File: src/rtl/motor_driver_output_stage.sv
// H-bridge output stage: row/column pattern memories feed per-channel OFF/FWD/REV
// state machines that insert break-before-make dead time on every direction change.
module motor_driver_output_stage #(
    parameter int MEM_ADDRESS_LENGTH = 7,
    parameter int NUM_OF_DRIVERS     = 16,
    parameter int DEAD_TIME_WIDTH    = 4
) (
    input  logic                          clock,
    input  logic                          reset_n,
    input  logic                          write_mem_n,
    input  logic                          mem_select,
    input  logic [MEM_ADDRESS_LENGTH-1:0] mem_address,
    input  logic [NUM_OF_DRIVERS-1:0]     mem_data,
    input  logic [DEAD_TIME_WIDTH-1:0]    dead_time,
    input  logic [MEM_ADDRESS_LENGTH-1:0] row_select,
    input  logic [MEM_ADDRESS_LENGTH-1:0] col_select,
    input  logic                          output_active,
    input  logic [NUM_OF_DRIVERS-1:0]     inverter_select,
    input  logic [NUM_OF_DRIVERS-1:0]     row_col_select,
    input  logic                          update_cycle_complete,
    output logic [NUM_OF_DRIVERS-1:0]     driver_p,
    output logic [NUM_OF_DRIVERS-1:0]     driver_n,
    output logic                          drivers_busy
);

    localparam int DEPTH = 1 << MEM_ADDRESS_LENGTH;

    // Encoding chosen so driver_p/driver_n come straight off state flops, glitch-free.
    typedef enum logic [1:0] {
        CH_OFF = 2'b00,
        CH_FWD = 2'b01,
        CH_REV = 2'b10
    } ch_state_t;

    logic [NUM_OF_DRIVERS-1:0]  row_mem [DEPTH];
    logic [NUM_OF_DRIVERS-1:0]  col_mem [DEPTH];

    logic [NUM_OF_DRIVERS-1:0]  row_word;
    logic [NUM_OF_DRIVERS-1:0]  col_word;
    logic                       active_d;
    logic [NUM_OF_DRIVERS-1:0]  dir;
    logic                       cnt_busy;

    ch_state_t                  target     [NUM_OF_DRIVERS];
    ch_state_t                  state      [NUM_OF_DRIVERS];
    ch_state_t                  state_next [NUM_OF_DRIVERS];
    logic [DEAD_TIME_WIDTH-1:0] cnt        [NUM_OF_DRIVERS];
    logic [DEAD_TIME_WIDTH-1:0] cnt_next   [NUM_OF_DRIVERS];

    always_ff @(posedge clock) begin
        if (!write_mem_n) begin
            if (mem_select) begin
                col_mem[mem_address] <= mem_data;
            end else begin
                row_mem[mem_address] <= mem_data;
            end
        end
    end

    // Read data and the gated drive window are registered together so they stay aligned.
    always_ff @(posedge clock or negedge reset_n) begin
        if (!reset_n) begin
            row_word <= '0;
            col_word <= '0;
            active_d <= 1'b0;
        end else begin
            row_word <= row_mem[row_select];
            col_word <= col_mem[col_select];
            active_d <= output_active & ~update_cycle_complete;
        end
    end

    assign dir = ((row_col_select & col_word) | (~row_col_select & row_word)) ^ inverter_select;

    always_comb begin
        for (int i = 0; i < NUM_OF_DRIVERS; i++) begin
            target[i] = CH_OFF;
            if (active_d && !update_cycle_complete) begin
                target[i] = dir[i] ? CH_FWD : CH_REV;
            end
        end
    end

    always_ff @(posedge clock or negedge reset_n) begin
        if (!reset_n) begin
            for (int i = 0; i < NUM_OF_DRIVERS; i++) begin
                state[i] <= CH_OFF;
                cnt[i]   <= '0;
            end
        end else begin
            for (int i = 0; i < NUM_OF_DRIVERS; i++) begin
                state[i] <= state_next[i];
                cnt[i]   <= cnt_next[i];
            end
        end
    end

    // Any departure from a driving state goes through OFF and reloads the dead-time counter.
    always_comb begin
        for (int i = 0; i < NUM_OF_DRIVERS; i++) begin
            state_next[i] = state[i];
            cnt_next[i]   = cnt[i];
            case (state[i])
                CH_OFF: begin
                    if (cnt[i] != '0) begin
                        cnt_next[i] = cnt[i] - DEAD_TIME_WIDTH'(1);
                    end else if (target[i] != CH_OFF) begin
                        state_next[i] = target[i];
                    end
                end
                default: begin
                    if (target[i] != state[i]) begin
                        state_next[i] = CH_OFF;
                        cnt_next[i]   = dead_time;
                    end
                end
            endcase
        end
    end

    always_comb begin
        cnt_busy = 1'b0;
        for (int i = 0; i < NUM_OF_DRIVERS; i++) begin
            driver_p[i] = (state[i] == CH_FWD);
            driver_n[i] = (state[i] == CH_REV);
            cnt_busy    = cnt_busy | (cnt[i] != '0);
        end
    end

    assign drivers_busy = (|driver_p) | (|driver_n) | cnt_busy;

endmodule
File: config.mk
export PLATFORM = sky130hd
export DESIGN_NAME = motor_driver_output_stage
export DESIGN_NICKNAME = d
export VERILOG_FILES = /design/src/rtl/motor_driver_output_stage.sv
export SDC_FILE = /design/constraint.sdc
export NUM_CORES = 2
export LEC_CHECK = 0
export ABC_AREA = 0
export BUFFER_PORTS_ARGS = -buffer_cell sky130_fd_sc_hd__buf_2
export CAP_MARGIN = 20
export CORE_AREA = 3 3 555 502
export CTS_BUF_LIST = sky130_fd_sc_hd__clkbuf_8
export DETAILED_ROUTE_END_ITERATION = 8
export DIE_AREA = 0 0 558 505
export PLACE_DENSITY = 0.76
export SYNTH_ARGS = -nofsm -noshare
export SYNTH_HDL_FRONTEND = slang
export SYNTH_SLANG_ARGS = --single-unit
File: constraint.sdc
create_clock -name clock -period 2.95 [get_ports clock]
set_clock_uncertainty 0.2 [all_clocks]
set_input_delay 0.59 -clock clock [delete_from_list [all_inputs] [get_ports clock]]
set_output_delay 0.59 -clock clock [all_outputs]
set_load 0.02 [all_outputs]
== After elaboration in Yosys (flattened, before gate mapping) ==
Memories as Yosys holds them, arrays and structs flattened. A register that Yosys moved wholly into a read port is not among the register bits.
Index checks and enable logic that the tools add are counted.

* Add/sub/neg operators: 16
* Equal/unequal tests: 96
* Muxes and demuxes: 150
* Bitwise logic cells: 24
* Reduce and logical (&&, ||, !) cells: 102

{| class="wikitable"
|+ Operators with widths
! operator !! count
|-
| 2-bit two-way mux || 96
|-
| 4-bit two-way mux || 48
|-
| 2-bit inequality test (second input constant) || 48
|-
| 2-bit nonzero test || 32
|-
| 4-bit nonzero test || 16
|-
| 4-bit by 1-bit subtractor with 4-bit output (second input constant) || 16
|-
| 3-bit AND reduction || 16
|-
| 16-bit AND || 2
|-
| 2-bit by 1-bit equality test with 1-bit output (second input constant) || 16
|-
| 2-bit equality test (second input constant) || 16
|-
| 2-bit logical NOT || 16
|-
| 2-bit inequality test || 16
|-
| 2-bit AND reduction || 16
|-
| 16-bit OR reduction || 2
|-
| 1-bit bitwise OR || 17
|-
| 16-bit NOT || 1
|-
| 16-bit bitwise OR || 1
|-
| 16-bit bitwise XOR || 1
|-
| 1-bit two-way mux || 6
|-
| 1-bit logical NOT || 3
|-
| 1-bit AND || 1
|-
| 1-bit logical AND || 1
|-
| 1-bit NOT || 1
|}

* Register bits: 97
* RAM bits: 4096
* Bits of input ports: 79
* Output and inout port bits: 33
* Word-level logic and storage cells: 423
* Memories: 2

{| class="wikitable"
|+ Memories
! memory !! depth !! width !! read ports !! clocked after memory_dff !! wr ports !! RTL line !! source
|-
| col_mem || 128 || 16 || 1 || 1 || 1 || 36 || <nowiki>logic [NUM_OF_DRIVERS-1:0] col_mem [DEPTH];</nowiki>
|-
| row_mem || 128 || 16 || 1 || 1 || 1 || 35 || <nowiki>logic [NUM_OF_DRIVERS-1:0] row_mem [DEPTH];</nowiki>
|}

== Logic depth before layout (Yosys ltp) ==
* Depth in word-level cells: 17
* Mapped depth: 7
* Mapped depth without buffers: 7

== Worst setup path before layout ==
No wires, ideal clock.

* Path type: input to register
* Start point: in row_select[0]
* End point: reg row_word[0] (read register of row_mem)
* Setup time: 0.125 ns
* Arrival time: 3.002 ns
* Path slack: -0.376 ns
* Stages: 6
* Path buffers: 2
* Cell sequence: buf_2 -> buf_1 -> mux4_2 -> mux4_2 -> mux4_2 -> mux2_2

{| class="wikitable"
|+ RTL lines
! element !! RTL line !! source
|-
| from (decl) || 15 || <nowiki>input logic [MEM_ADDRESS_LENGTH-1:0] row_select,</nowiki>
|-
| to (decl) || 38 || <nowiki>logic [NUM_OF_DRIVERS-1:0] row_word;</nowiki>
|}

== Worst setup path after layout ==
* Start point: reg cnt[52] (netlist bit)
* End point: out drivers_busy

* Word-level cells in the longest chain between the ends: 16

{| class="wikitable"
|+ RTL lines
! element !! RTL line !! source
|-
| from (decl) || 47 || <nowiki>logic [DEAD_TIME_WIDTH-1:0] cnt [NUM_OF_DRIVERS];</nowiki>
|-
| from (signal, indexed assignment) || 93 || <nowiki>cnt[i] <= cnt_next[i];</nowiki>
|-
| 4-bit nonzero test || 126 || <nowiki>cnt_busy = cnt_busy | (cnt[i] != '0);</nowiki>
|-
| 1-bit bitwise OR (14 in a row) || 126 ||
|-
| 1-bit bitwise OR || 130 || <nowiki>assign drivers_busy = (|driver_p) | (|driver_n) | cnt_busy;</nowiki>
|-
| to (decl) || 23 || <nowiki>output logic drivers_busy</nowiki>
|}

Every way passes these cells.

==> metrics <==
CP Class=reg2out; pre-CTS setup slack=-0.804 ns; maximum number of pins on one net before global-route repair=113; Clock power frac=0.364; layout cell share with drive strength beyond 1=0.365; highest-count cells in the layout ignoring fill and taps=4096 x edfxtp_1, 1344 x mux4_2, 683 x clkbuf_8, 523 x buf_4, 345 x nor2_1; Die W=558 um; Setup WS post-layout=-0.627 ns; Worst EP required=roughly 2.2 ns; Final Hold Vio Count=0; count of different cell masters after synthesis=41; hold slack=about 0.13 ns; final routed DRC violation total=0; vias in the first global route=82194; GPL Wtd Cong=about 0.85; Worst VDD drop=about 0.38 mV; unrepaired setup endpoints after global routing=yes; Period Utilization, post-route=1.21; failing checks=negative setup slack; clock slew at reported path FFs=0.06 ns; Synth Warn #=0; total grt overflow=0; most common cell after layout, fill and taps aside=edfxtp_1; fillers=15469; TritonCTS clock tree=done; maxcap violations=0; CTS Root Buffer Type=clkbuf_8; leakage power=about 61 nW; fin util=0.690; Synth Instances=6872; Initial Util=0.599; row count=between 150 and 200; post-synth top area cell=edfxtp_1; Clock Path Buffers=4; startpoint types=flop; number of routed nets with antenna violations=0; HPWL Detailed=between 200 and 300 mm; number of buffers added on ports=111; endpoints failing setup=1; Slew @ Worst Pin=between 0.8 and 0.9 ns; fin nets=8175; sw frac=0.231; Power Dens Cells=641 nW/um2; relative slew slack=0.405; CTS Buf Count=643; sequential power share=0.557; hold crit path type=in2reg; Die H=505 um; top cells by area, synth=edfxtp_1 75%, mux4_2 19%, dfrtp_1 2.0%; status=finished with violations; crit path max fanout=2; # IOs=112; CP arrival=between 2 and 3 ns; Layout Area Growth over Synthesis=15.1%; starting DRC count in detailed routing=around 12000; Comb pwr share=0.079; htree depth=6; WL per Instance=33.4 um; Syn Nets=~7000; Final Max Slew Viols=0; die area=282000 um2; mapped cell area=164000 um2; maximum clock frequency=280 MHz; reg2reg setup slack=0.07 ns; Vias/cell=approximately 6.7; CP Capture Type=primary output; switching power=around 0.028 W; reg-to-reg critical path startpoint=row_mem[53][2]; Int Power=0.0929 W; Seq/Total Area, Yosys=0.772; hold_sp=row_col_select[11]; via count=81471; Yosys reg bits=4225; Core Box Area=between 200000 and 300000 um2; total iterations of the first detailed-routing run=6; Mapped Avg Cell Area=23.8 um2; Clk Latency, worst-skew pair=1.05 ns; Num Clock Sinks=4225; post-route minimum period=around 3.6 ns; Critical Path Start=cnt[52]; final WL=407 mm; initial antenna violation count=33; post-synth top area share=0.752; GR Util All Layers=0.293; first-pass GRT wire length=between 500 and 600 mm
-- timing repair --
action                                  in CTS  in global routing
endpoints found under the setup margin      18                 14
hold buffers                                65                  0
gates resized for setup                     70                 19
hold endpoints to repair                   972                  0
pin swaps                                    6                  1
setup buffers                               20                  0
-- Yosys cell counts (all sizes together) --
master,n
or3,6
o221ai,9
o21a,3
o211a,1
nor3b,18
or2,10
nor3,29
clkbuf,210
o22a,28
a211o,7
a21o,5
buf,160
o2bb2ai,4
nand4,7
o211ai,3
and3b,1
inv,38
nand2,51
nor2,345
mux2,32
xnor2,17
a31oi,44
or4b,5
o31ai,5
nor4,31
o21ai,36
edfxtp,4096
nor2b,56
o2111a,7
mux2i,38
dfrtp,129
a21oi,9
nand2b,1
mux4,1344
o221a,30
ha,22
xor2,11
nand3,24
-- layout make-up --
| cell class | instances | area, um2 | area share |
|---|---|---|---|
| Clock inverter | 471 | 2430 | 0.0129 |
| Clock buffer | 667 | 9180 | 0.0487 |
| Multi-Input combinational cell | 2239 | 35900 | 0.191 |
| Sequential cell | 4225 | 126000 | 0.670 |
| Timing Repair Buffer | 927 | 9910 | 0.0526 |
| Tap cell | 3588 | 4490 | 0.0238 |
| Antenna cell | 17 | 42.5 | 0.000226 |
| Inverter | 38 | 143 | 0.000757 |
-- worst max-delay path: stages (launching register included) --
cell	delay [ns]
dfrtp_1	0.41
inv_2	0.09
ha_4	0.12
nor3b_4	0.20
buf_6	0.14
nand4_1	0.15
nor4_4	0.37
nand2_1	0.12
buf_6	0.14
-- per-layer routing --
| metal | up-vias | global-route usage | wire [um] |
|---|---|---|---|
| li1 | 32097 | - | - |
| met1 | 42992 | 0.427 | 149000 |
| met2 | 5647 | 0.445 | 194000 |
| met3 | 727 | 0.0769 | 52300 |
| met4 | 8 | 0.0864 | 12000 |
| met5 | - | 0 | 52 |
-- registers in the layout, indices dropped and copies added, names as in the netlist --
name      count
cnt          64
state        32
col_word     16
col_mem    2048
active_d      1
row_word     16
row_mem    2048
-- power groups by stage --
| stage | Sequential, W | Combinational [W] | Clock, W |
|---|---|---|---|
| finish | 0.0673 | 0.00952 | 0.0440 |
| global placement | 0.0683 | 0.00858 | 0 |
| detailed placement | 0.0684 | 0.00896 | 0 |
| floorplan | 0.0681 | 0.00529 | 0 |
| global route | 0.0673 | 0.0101 | 0.0474 |
| CTS | 0.0672 | 0.00941 | 0.0446 |
-- logic make-up (layout without fill, tap and decap cells) --
group | after synthesis | count (layout) | share of synthesized area
AO/OA/AOI/OAI | 191 | 191 | 0.00897
XOR/XNOR | 28 | 28 | 0.00150
adder cells (fa/ha/maj) | 22 | 22 | 0.00168
buffers and inverters | 408 | 2103 | 0.0104
flip-flops | 4225 | 4225 | 0.772
multiplexers | 1414 | 1414 | 0.190
other | 0 | 17 | 0
AND/OR/NAND/NOR | 584 | 584 | 0.0161
-- final timing paths --
path,endpoint,cells past startpoint
min,state[8],6
max,drivers_busy,8
min reg2reg,cnt[60],1
min in group asynchronous,cnt[0],4
max in group asynchronous,state[19],4
max reg2reg,row_word[2],4
-- through the flow --
stage          std cells  setup TNS [ns]  power [W]  area, um2
2_1_floorplan       6872           -1.38     0.0734     165000
3_3_place_gp       10932          -20.88     0.0769     176000
3_5_place_dp       10932          -21.25     0.0774     176000
4_1_cts            12155          -0.613      0.121     188000
5_1_grt            12160          -0.766      0.125     188000
6_report           12172          -0.627      0.121     188000
Power figures use the tool's default switching activity.
